**src/rtl/rx_lane_merge.sv**
```systemverilog
// Two-lane byte assembler feeding per-lane word FIFOs, merged by
// strict round-robin into a single registered 32-bit word stream.
module rx_lane_merge #(
  parameter int FIFO_DEPTH = 4
) (
  input  logic        clk_4f,
  input  logic        reset,
  input  logic [7:0]  lane0_data,
  input  logic        lane0_valid,
  input  logic [7:0]  lane1_data,
  input  logic        lane1_valid,
  output logic [31:0] data_out,
  output logic        valid_out,
  output logic        error_out
);

  localparam int AW = $clog2(FIFO_DEPTH);
  localparam logic [AW:0] FULL = (AW+1)'(FIFO_DEPTH);
  localparam logic [AW:0] ONE = (AW+1)'(1);
  localparam logic [AW-1:0] PONE = AW'(1);

  typedef enum logic {
    LANE0 = 1'b0,
    LANE1 = 1'b1
  } turn_t;

  logic [7:0]    din  [2];
  logic [1:0]    vin;
  logic [1:0]    cnt  [2];
  logic [23:0]   part [2];
  logic [31:0]   word [2];
  logic [31:0]   mem  [2][FIFO_DEPTH];
  logic [AW-1:0] wp   [2];
  logic [AW-1:0] rp   [2];
  logic [AW:0]   occ  [2];
  logic [1:0]    push;
  logic [1:0]    full;
  logic [1:0]    empty;
  logic [1:0]    pop;
  logic [1:0]    acc;
  logic          ovf;
  logic          sel;
  turn_t         turn;
  turn_t         turn_nxt;

  assign din[0] = lane0_data;
  assign din[1] = lane1_data;
  assign vin    = {lane1_valid, lane0_valid};

  always_comb begin
    for (int i = 0; i < 2; i++) begin
      word[i]  = {part[i], din[i]};
      push[i]  = vin[i] && (cnt[i] == 2'd3);
      full[i]  = (occ[i] == FULL);
      empty[i] = (occ[i] == '0);
    end
  end

  // Turn FSM: state register
  always_ff @(posedge clk_4f or negedge reset) begin
    if (!reset) turn <= LANE0;
    else        turn <= turn_nxt;
  end

  // Turn FSM: next state, never skips an empty lane
  always_comb begin
    turn_nxt = turn;
    if (pop[sel]) turn_nxt = (turn == LANE0) ? LANE1 : LANE0;
  end

  // Turn FSM: outputs; a full FIFO being popped still accepts its push
  always_comb begin
    sel      = (turn == LANE1);
    pop      = '0;
    pop[sel] = !empty[sel];
    for (int i = 0; i < 2; i++)
      acc[i] = push[i] && (!full[i] || pop[i]);
    ovf = |(push & full & ~pop);
  end

  always_ff @(posedge clk_4f or negedge reset) begin
    if (!reset) begin
      for (int i = 0; i < 2; i++) begin
        cnt[i]  <= '0;
        part[i] <= '0;
        wp[i]   <= '0;
        rp[i]   <= '0;
        occ[i]  <= '0;
      end
    end else begin
      for (int i = 0; i < 2; i++) begin
        if (vin[i]) begin
          cnt[i]  <= cnt[i] + 2'd1;
          part[i] <= push[i] ? '0 : {part[i][15:0], din[i]};
        end
        if (acc[i]) wp[i] <= wp[i] + PONE;
        if (pop[i]) rp[i] <= rp[i] + PONE;
        unique case (1'b1)
          (acc[i] && !pop[i]): occ[i] <= occ[i] + ONE;
          (!acc[i] && pop[i]): occ[i] <= occ[i] - ONE;
          default: ;
        endcase
      end
    end
  end

  always_ff @(posedge clk_4f) begin
    for (int i = 0; i < 2; i++)
      if (acc[i]) mem[i][wp[i]] <= word[i];
  end

  always_ff @(posedge clk_4f or negedge reset) begin
    if (!reset) begin
      data_out  <= '0;
      valid_out <= 1'b0;
      error_out <= 1'b0;
    end else begin
      valid_out <= |pop;
      if (|pop) data_out <= mem[sel][rp[sel]];
      error_out <= error_out | ovf;
    end
  end

endmodule

```
**config.mk**
```make
export PLATFORM = sky130hd
export DESIGN_NAME = rx_lane_merge
export DESIGN_NICKNAME = d
export VERILOG_FILES = /design/src/rtl/rx_lane_merge.sv
export SDC_FILE = /design/constraint.sdc
export NUM_CORES = 1
export LEC_CHECK = 0
export ABC_AREA = 1
export BUFFER_PORTS_ARGS = -buffer_cell sky130_fd_sc_hd__buf_2
export CORE_ASPECT_RATIO = 1.1
export CORE_MARGIN = 2
export CORE_UTILIZATION = 56
export DETAILED_ROUTE_END_ITERATION = 10
export GPL_TIMING_DRIVEN = 0
export PLACE_DENSITY = 0.79
export RECOVER_POWER = 100
export SLEW_MARGIN = 20
export SYNTH_ARGS = -nofsm -noshare
export SYNTH_HDL_FRONTEND = slang
export SYNTH_SLANG_ARGS = --single-unit
```
**constraint.sdc**
```tcl
create_clock -name clk_4f -period 2.83 [get_ports clk_4f]
set_input_delay 0.4245 -clock clk_4f [delete_from_list [all_inputs] [get_ports clk_4f]]
set_output_delay 0.4245 -clock clk_4f [all_outputs]
set_load 0.1 [all_outputs]
```
==> results.yml, run 1 <==
hold_path:
  worst_hold_path_type: "in -> reg"
cells_and_area:
  flow.area_growth_from_synthesis_pct: 13.98
  postLayoutCellArea_um2: 16720
  layout_common_cells: "sky130_fd_sc_hd__nand2_1, sky130_fd_sc_hd__edfxtp_1, sky130_fd_sc_hd__dfrtp_1"
  nets: 1543
  most_common_library_cell_in_the_layout_ignoring_fill_and_taps: "sky130_fd_sc_hd__nand2_1"
  finish.cell_count_without_fillers: 1888
  post_route_cells_drive_above_1_share: 0.08789
  layout.core_utilization: 0.6453
  num_antenna_cells: 0
yosys:
  synth.yosys.seq_area_share: 0.6963
  synth_cell_type_count: 28
  ys_seq_elements: 357
  synth_ff_type: "sky130_fd_sc_hd__edfxtp_1"
  mappedNetlistArea_um2: 14670
  syn-mean-instance-area_um2: 10.42
  cells_after_synthesis: 1408
  mappedNetlistNets: 1442
  ys_async_sr_fraction: 0.2829
  synth-edff-count: 256
  synthesis.yosys.warnings: 0
pwr:
  powerDensity_nw_per_um2: 1231
  power_mw: 20.58
  power.ir.vdd_worst_mv: 0.8555
  p_leak_nw: 7.383
flow_run:
  max_cap_viol_count: 1
setup_path:
  start_kind: "flop"
  crit_type: "reg -> reg"
  timing.critical_path.slowest_cell_delay_ns: 1.13
  cp_data_arrival_time_ns: 3.20
  worst_ep_required_time_ns: 3.24
  crit_path_frequent_cell: "sky130_fd_sc_hd__nand2_1"
  cp_slowest_cell: "sky130_fd_sc_hd__o21ai_0"
  timing.critical_path.to_type: "flop"
  critPathMaxFanout: 10
  sequence_of_cells_on_the_critical_path: "buf_4 -> o21ai_0 -> inv_2 -> clkbuf_2 -> nand2_1 -> nand2_1 -> nand2_1 -> nand2_1"
clocking:
  cts_tree: "built"
  cts.clk_slew.worst_paths_ns: 0.06
  clock_path_buffers: 3
  tritoncts_num_sinks: 357
  cts.htree.levels: 2
  clock-root-buffer: "sky130_fd_sc_hd__clkbuf_16"
  cts_inserted_buffers: 35
  worst_skew_pair.late_latency_ns: 0.53
route:
  num_vias: 10540
  drt-total-wl_um: 37800
  route.detailed.vias_per_inst: 5.583
  drt_iter0_markers: 1358
  number_of_nets_still_failing_antenna_checks_after_routing: 0
  routed_wire_per_std_cell_um: 20.02
  drt_pass1_iterations: 7
  drc: 0
placed_design:
  place_inst: 1822
  numPortBuffers: 51
  post_dp_cell_area_um2: 15710
  placer_congestion_estimate: 0.9361
  post-dp-hpwl_um: 24470
  detailedPlace.worstSlack_ns: 0.1274
sta:
  max_clock_freq_mhz: 359.4
  report.final.setup_viol: 0
  max_slew.worst_pin.slew_ns: 1.885
  finalCriticalPeriod_ns: 2.782
  finalClockSkew_ns: 0.01848
  drv_slew: 30
  unrepaired_setup_endpoints_after_global_routing: "false"
  report.final.hold_viol_count: 0
  timing.final.ws_setup_ns: 0.04786
  final.period_utilization: 0.9831
  timing.slew.headroom: -0.2567
grt:
  grt-ovfl-total: 0
  maximum_number_of_pins_on_one_net_before_global_route_repair: 73
  grt_usage: 0.2820
  grt_pass1_wl_um: 57620
  grt_pass1_vias: 10450
  antenna_violations_before_repair: 0
floorplan:
  core_area_um2: 25910
  io_pins: 54
  die-height_um: 173.7
  die-area_um2: 27510
  die_width_um: 158.3
  floorplan.initialDensity: 0.5662
  core_rows: 62
status:
  failed_checks: "max-capacitance violations, max-slew violations"
  run_status: "complete, but fails checks"
[worst max-delay path, delay by kind of cell (launching register included)]
kind,cells,cell delay (ns)
simple gates,4,0.35
buf+inv,3,0.78
compound gates,1,1.13
flops,1,0.39
[registers in the layout (all words and copies together), names as in the netlist]
register,cells
data_out,32
sel,1
valid_out,1
cnt,4
part,48
occ,6
mem,256
rp,4
error_out,1
wp,4
[cell usage after synthesis, types with 7 or more instances]
| master | count | area share |
|---|---|---|
| sky130_fd_sc_hd__inv_1 | 72 | 0.018 |
| sky130_fd_sc_hd__edfxtp_1 | 256 | 0.52 |
| sky130_fd_sc_hd__buf_4 | 16 | 0.0082 |
| sky130_fd_sc_hd__o22ai_1 | 32 | 0.014 |
| sky130_fd_sc_hd__nor2_1 | 12 | 0.0031 |
| sky130_fd_sc_hd__xor2_1 | 8 | 0.0048 |
| sky130_fd_sc_hd__o21ai_0 | 21 | 0.0072 |
| sky130_fd_sc_hd__nand2_1 | 785 | 0.20 |
| sky130_fd_sc_hd__dfrtp_1 | 101 | 0.17 |
| sky130_fd_sc_hd__clkbuf_1 | 7 | 0.0018 |
| sky130_fd_sc_hd__ha_1 | 12 | 0.010 |
| sky130_fd_sc_hd__buf_2 | 36 | 0.012 |
| sky130_fd_sc_hd__nand3_1 | 20 | 0.0068 |
[path summary, 6_finish.rpt]
kind                                     from      endpoint  slack, ns  cells past startpoint
worst max-delay path                      sel  data_out[17]       0.05                      8
worst min-delay path            lane0_data[0]    mem[0][64]       0.24                      1
worst max register to register            sel  data_out[17]       0.05                      8
worst min register to register   data_out[19]  data_out[19]       0.47                      2
max in group asynchronous               reset  data_out[30]       0.72                      3
min in group asynchronous               reset   data_out[2]       0.96                      2
[where the power goes]
| group | internal [mW] | total [mW] | switching (mW) |
|---|---|---|---|
| registers | 6.82 | 7.50 | 0.681 |
| clock network | 2.60 | 4.56 | 1.95 |
| logic | 2.07 | 8.52 | 6.45 |
[per-layer routing]
layer,share of wire,global-route usage
met4,0.035,0.1141
met3,0.10,0.04875
met1,0.36,0.3700
met5,0,0
met2,0.50,0.4692
[stage by stage]
| step | hold WS (ns) | setup TNS (ns) |
|---|---|---|
| after CTS | 0.1380 | 0 |
| final | 0.2380 | 0 |
| after global routing | 0.2360 | 0 |
| after detailed placement | 0.3324 | 0 |
| after floorplan | 0.1289 | 0 |
| after global placement | 0.4549 | -345.20 |
[cell families after synthesis]
group,synth area share
multiplexers,0.001535
AO/OA/AOI/OAI,0.02337
buffers and inverters,0.04401
flip-flops,0.6963
XOR/XNOR,0.005971
adder cells (fa/ha/maj),0.01296
AND/OR/NAND/NOR,0.2158
[repair_timing]
| action | 4_1_cts | 5_1_grt |
|---|---|---|
| setup endpoints to repair | 0 | 1 |
| hold buffers | 1 | 0 |
| hold endpoints to repair | 29 | 0 |
| gates resized for setup | 0 | 1 |
| setup buffers | 0 | 1 |
[final cells by class]
type	count	area [um^2]
inverters	77	289.0
fillers	1908	9190
multi-input cells	911	3857
plain buffers	63	354.1
well taps	352	440.4
clock buffers	46	1001
flip-flops and latches	357	10210
clock inverters	18	127.6
repair buffers	64	435.4
(Power assumes the default switching activity.)
==> run 2: changes to the inputs <==
--- a/config.mk
+++ b/config.mk
@@ -10,6 +10,7 @@
 export CORE_ASPECT_RATIO = 1.1
 export CORE_MARGIN = 2
 export CORE_UTILIZATION = 56
+export CTS_CLUSTER_DIAMETER = 50
 export DETAILED_ROUTE_END_ITERATION = 10
 export GPL_TIMING_DRIVEN = 0
 export PLACE_DENSITY = 0.79
==> constraint.sdc (replaced) <==
create_clock -name clk_4f -period 2.83 [get_ports clk_4f]
set_input_delay 0.1415 -clock clk_4f [delete_from_list [all_inputs] [get_ports clk_4f]]
set_output_delay 0.1415 -clock clk_4f [all_outputs]
set_load 0.1 [all_outputs]
==> run 2 against run 1 <==
The flow still finishes with violations (max-capacitance violations, max-slew violations). First-iteration DRC count shrank 5.8%. Final cell count is 0.95% higher. Sequential power about the same. Via count increased by 0.65%. Clock skew grew 0.0039 ns. Worst setup slack got worse by 0.015 ns. Worst hold slack better by 0.24 ns. Clock-buffer cell count unchanged. Register-to-register slack lost 0.02 ns.
==> results.yml, run 2 (same netlist as run 1, synthesis figures left out) <==
status:
  run_status: "complete, but fails checks"
  failed_checks: "max-capacitance violations, max-slew violations"
setup_path:
  sequence_of_cells_on_the_critical_path: "buf_4 -> o21ai_0 -> inv_2 -> clkbuf_2 -> nand2_1 -> nand2_1 -> nand2_1 -> nand2_1"
  critPathMaxFanout: 10
  cp_data_arrival_time_ns: 3.21
  cp_slowest_cell: "sky130_fd_sc_hd__o21ai_0"
  crit_type: "reg -> reg"
  start_kind: "flop"
  crit_path_frequent_cell: "sky130_fd_sc_hd__nand2_1"
  timing.critical_path.slowest_cell_delay_ns: 1.13
  worst_ep_required_time_ns: 3.24
  timing.critical_path.to_type: "flop"
  cp.buffers_inverters: 3
  cp_top_family: "compound AO/OA/AOI/OAI gates"
route:
  number_of_nets_still_failing_antenna_checks_after_routing: 0
  drt_pass1_iterations: 5
  drt_iter0_markers: 1279
  drc: 0
  num_vias: 10610
  drt-total-wl_um: 38030
  routed_wire_per_std_cell_um: 19.95
  route.detailed.vias_per_inst: 5.567
floorplan:
  die_width_um: 158.3
  die-area_um2: 27510
  core_area_um2: 25910
  core_rows: 62
  die-height_um: 173.7
  floorplan.initialDensity: 0.5662
  io_pins: 54
sta:
  report.final.setup_viol: 0
  unrepaired_setup_endpoints_after_global_routing: "false"
  final.period_utilization: 0.9885
  report.final.hold_viol_count: 0
  fin_tns_setup_ns: 0
  max_slew.worst_pin.slew_ns: 1.974
  finalClockSkew_ns: 0.02242
  timing.slew.headroom: -0.3162
  max_clock_freq_mhz: 357.5
  drv_slew: 30
  finalCriticalPeriod_ns: 2.797
clocking:
  cts_tree: "built"
  tritoncts_num_sinks: 357
  cts.clk_slew.worst_paths_ns: 0.06
  cts_inserted_buffers: 35
  cts.htree.levels: 2
  clock_path_buffers: 3
  worst_skew_pair.late_latency_ns: 0.53
  clock-root-buffer: "sky130_fd_sc_hd__clkbuf_16"
placed_design:
  place_inst: 1822
  placer_congestion_estimate: 0.9361
  post-dp-hpwl_um: 24470
  numPortBuffers: 51
grt:
  grt_pass1_wl_um: 58030
  grt_use_met3: 0.04600
  met1_usage: 0.3762
  grt-ovfl-total: 0
  maximum_number_of_pins_on_one_net_before_global_route_repair: 73
  antenna_violations_before_repair: 0
  grt.busiest_layer: "met2"
  grt_usage: 0.2837
  grt_pass1_vias: 10500
  use_met2: 0.4696
pwr:
  powerDensity_nw_per_um2: 1219
  p_leak_nw: 7.456
  power.ir.vdd_worst_mv: 0.8571
cells_and_area:
  nets: 1561
  layout.filler_cells: 1882
  num_antenna_cells: 0
  sequential_cell_area_um2: 10210
  most_common_library_cell_in_the_layout_ignoring_fill_and_taps: "sky130_fd_sc_hd__nand2_1"
  flow.area_growth_from_synthesis_pct: 15.20
  post_route_cells_drive_above_1_share: 0.08623
  layout_common_cells: "sky130_fd_sc_hd__nand2_1, sky130_fd_sc_hd__edfxtp_1, sky130_fd_sc_hd__dfrtp_1"
  area_occupied_by_multi_input_gates_um2: 3857
  finish.cell_count_without_fillers: 1906
  largest_register_ff_count: 256
flow_run:
  max_cap_viol_count: 1
hold_path:
  worst_hold_path_type: "reg -> reg"
## run 2: changes by cell type in the layout (fill, tap and decap cells not counted)
cell and delta:
sky130_fd_sc_hd__clkbuf_1 +1, sky130_fd_sc_hd__dlygate4sd3_1 +18, sky130_fd_sc_hd__buf_2 -1
## run 2: power breakdown
part	total, mW	switching (mW)	internal [mW]
combinational	8.55	6.46	2.09
clock	4.56	1.95	2.60
sequential	7.50	0.674	6.82
## run 2: worst paths after layout
path,start,to,slack [ns],cells past startpoint
setup / recovery,sel,data_out[23],0.03,8
hold reg to reg,data_out[19],data_out[19],0.47,2
setup reg to reg,sel,data_out[23],0.03,8
max in group asynchronous,reset,data_out[30],0.95,3
hold / removal,data_out[19],data_out[19],0.47,2
min in group asynchronous,reset,data_out[4],0.71,2
## run 2: routing by layer
layer | up-vias | wire [um]
met4 | 0 | 1373
met3 | 115 | 3818
met1 | 5073 | 13960
met2 | 653 | 18880
li1 | 4769 | -
met5 | - | 0
## run 2: cell type report
class,instances,share of cell area
inverter,77,0.01710
tap,352,0.02606
clock buffer,46,0.05923
sequential,357,0.6045
multi-input combinational,911,0.2283
buffer,63,0.02088
timing repair buffer,82,0.03643
clock inverter,18,0.007552
## run 2: per-stage QoR
step                      hold WS [ns]  power, mW  area, um^2  setup slack, ns    util
after floorplan                -0.1541      13.33       14670          0.02094       -
final                           0.4749      20.61       16900          0.03261  0.6522
after detailed placement       0.04935      15.98       15710           0.1274  0.6064
after global routing            0.4905      21.65       16900          0.06981  0.6522
after CTS                      0.06737      20.56       17030           0.1014  0.6573
after global placement          0.4008      15.53       15360           -1.535  0.5930
## run 2: worst register-to-register path, stage by stage (launching register included)
cell,delay (ns)
sky130_fd_sc_hd__dfrtp_1,0.39
sky130_fd_sc_hd__buf_4,0.19
sky130_fd_sc_hd__o21ai_0,1.13
sky130_fd_sc_hd__inv_2,0.29
sky130_fd_sc_hd__clkbuf_2,0.33
sky130_fd_sc_hd__nand2_1,0.13
sky130_fd_sc_hd__nand2_1,0.10
sky130_fd_sc_hd__nand2_1,0.07
sky130_fd_sc_hd__nand2_1,0.05
## run 2: repair_timing
item | in CTS | in global routing
hold buffers | 19 | 0
hold endpoints to repair | 179 | 0
gates resized for setup | 0 | 1
setup buffers | 0 | 1
endpoints found under the setup margin | 0 | 1
==> run 3: changes to the inputs <==
--- a/config.mk
+++ b/config.mk
@@ -7,7 +7,7 @@
 export LEC_CHECK = 0
 export ABC_AREA = 1
 export BUFFER_PORTS_ARGS = -buffer_cell sky130_fd_sc_hd__buf_2
-export CORE_ASPECT_RATIO = 1.1
+export CORE_ASPECT_RATIO = 1.2
 export CORE_MARGIN = 2
 export CORE_UTILIZATION = 56
 export CTS_CLUSTER_DIAMETER = 50
==> run 3 against run 2 <==
Core utilization is 0.56 points higher. The flow still finishes with violations (max-capacitance violations, max-slew violations). Total power rose by 0.29%. Wire length shrank 2.3%. Critical path depth is 1 lower. Worst setup slack gained 0.14 ns. Global-route usage down 0.60 points. Worst hold slack lost 0.42 ns. Highest routed layer unchanged.
==> results.yml, run 3 (same netlist as run 1, synthesis figures left out) <==
placed_design:
  detailedPlace.worstSlack_ns: 0.1640
  placer_congestion_estimate: 0.8770
  numPortBuffers: 51
  post-dp-hpwl_um: 23950
  post_dp_cell_area_um2: 15620
pwr:
  power.ir.vdd_worst_mv: 1.051
  power.share.combinational: 0.410
  power.share.sequential: 0.362
  p_leak_nw: 7.447
  power.share.clock: 0.228
  switching_share: 0.4363
  p_switching_mw: 9.018
  cellInternalPower_mw: 11.65
  powerDensity_nw_per_um2: 1226
  power_mw: 20.67
sta:
  max_slew.worst_pin.slew_ns: 1.945
  unrepaired_setup_endpoints_after_global_routing: "false"
  max_clock_freq_mhz: 376.6
  drv_slew: 30
  finalClockSkew_ns: 0.02185
  fin_worst_hold_slack_ns: 0.05490
  timing.final.ws_setup_ns: 0.1744
  report.final.setup_viol: 0
  timing.slew.headroom: -0.2968
  fin_tns_setup_ns: 0
  finalCriticalPeriod_ns: 2.656
  report.final.hold_viol_count: 0
  final.period_utilization: 0.9384
grt:
  antenna_violations_before_repair: 0
  maximum_number_of_pins_on_one_net_before_global_route_repair: 73
  grt-ovfl-total: 0
  grt_pass1_vias: 10250
  grt_pass1_wl_um: 56780
  grt_usage: 0.2777
hold_path:
  timing.hold.worst_endpoint: "part[0]"
  min-delay-start: "lane1_valid"
  hold_depth: 3
  worst_hold_path_type: "in -> reg"
floorplan:
  io_pins: 54
  die-area_um2: 27510
  floorplan.initialDensity: 0.5725
  die_width_um: 151.7
  die-height_um: 181.3
  core_rows: 64
  core_area_um2: 25620
route:
  number_of_nets_still_failing_antenna_checks_after_routing: 0
  drc: 0
  routed_wire_per_std_cell_um: 19.79
  drt_pass1_iterations: 6
  drt-total-wl_um: 37140
  route.detailed.vias_per_inst: 5.541
  num_vias: 10400
  drt_iter0_markers: 1144
setup_path:
  start_kind: "flop"
  cp_data_arrival_time_ns: 2.87
  critPathMaxFanout: 20
  r2r_cells: 7
  crit_type: "reg -> reg"
  reg2reg_slack_ns: 0.17
  reg2reg_to: "mem[0][45]"
  timing.critical_path.to_type: "flop"
  timing.rr.start: "sel"
  worst_ep_required_time_ns: 3.04
cells_and_area:
  postLayoutCellArea_um2: 16860
  most_common_library_cell_in_the_layout_ignoring_fill_and_taps: "sky130_fd_sc_hd__nand2_1"
  num_antenna_cells: 0
  flow.area_growth_from_synthesis_pct: 14.91
  post_route_cells_drive_above_1_share: 0.08339
  layout_common_cells: "sky130_fd_sc_hd__nand2_1, sky130_fd_sc_hd__edfxtp_1, sky130_fd_sc_hd__dfrtp_1"
  largest_register_ff_count: 256
  nets: 1555
  layout.filler_cells: 1860
clocking:
  cts_tree: "built"
  tritoncts_num_sinks: 357
  cts_setup_buffers: 0
  cts.htree.levels: 2
  clock_path_buffers: 3
  worst_skew_pair.late_latency_ns: 0.53
  cts_inserted_buffers: 34
  clock-root-buffer: "sky130_fd_sc_hd__clkbuf_16"
  cts.clk_slew.worst_paths_ns: 0.06
flow_run:
  max_cap_viol_count: 1
status:
  failed_checks: "max-capacitance violations, max-slew violations"
  run_status: "complete, but fails checks"
## run 3: changes by cell type in the layout (fill, tap and decap cells not counted), sizes merged
cell / before / now
dlygate4sd3: 19 / 18
clkinv: 16 / 8
buf: 59 / 57
inv: 77 / 78
clkinvlp: 1 / 0
bufinv: 1 / 2
clkbuf: 113 / 116
## run 3: final cells by class
type / instances / area (um^2) / share of cell area
multi-input cells: 911 / 3841 / 0.2279
plain buffers: 62 / 344.1 / 0.02041
clock buffers: 51 / 1042 / 0.06183
repair buffers: 78 / 576.8 / 0.03422
well taps: 330 / 412.9 / 0.02450
clock inverters: 11 / 135.1 / 0.008017
inverters: 77 / 289.0 / 0.01715
flip-flops and latches: 357 / 10210 / 0.6060
## run 3: per-layer routing
layer	vias to the layer above	track usage	wire, um
li1	4755	-	-
met1	4993	0.3625	13720
met2	534	0.4546	18390
met3	119	0.04722	3373
met4	0	0.1285	1653
met5	-	0	0
## run 3: worst max-delay path, stage by stage, from the launching register on
cell,delay [ns]
sky130_fd_sc_hd__dfrtp_1,0.39
sky130_fd_sc_hd__buf_4,0.20
sky130_fd_sc_hd__buf_6,0.16
sky130_fd_sc_hd__buf_6,0.15
sky130_fd_sc_hd__nand3_2,0.09
sky130_fd_sc_hd__nand3_2,0.22
sky130_fd_sc_hd__nor2_2,0.83
sky130_fd_sc_hd__buf_12,0.29
## run 3: worst max path at each step
stage | from | end | slack, ns | cells after the start
finish | sel | mem[0][45] | 0.17 | 7
global route | sel | mem[0][45] | 0.06 | 7
CTS | sel | occ[2] | 0.13 | 11
detailed placement | sel | occ[2] | 0.16 | 11
global placement | sel | mem[0][45] | -1.53 | 6
floorplan | sel | mem[0][0] | 0.02 | 6
## run 3: through the flow
stage | instances | utilization
2_1_floorplan | 1408 | -
3_3_place_gp | 1789 | 0.5985
3_5_place_dp | 1798 | 0.6096
4_1_cts | 1878 | 0.6626
5_1_grt | 1877 | 0.6578
6_report | 1877 | 0.6578
## run 3: what timing repair did
action                                  4_1_cts  5_1_grt
endpoints found under the setup margin        0        1
resized for setup                             0        1
hold buffers                                 18        0
endpoints found under the hold margin       180        0
## run 3: power by group through the flow
stage | logic [mW] | clock network (mW) | registers [mW]
floorplan | 4.50 | 0 | 8.82
global route | 9.26 | 4.92 | 7.57
detailed placement | 8.40 | 0 | 7.54
global placement | 8.04 | 0 | 7.53
finish | 8.47 | 4.71 | 7.49
CTS | 8.51 | 4.73 | 7.45
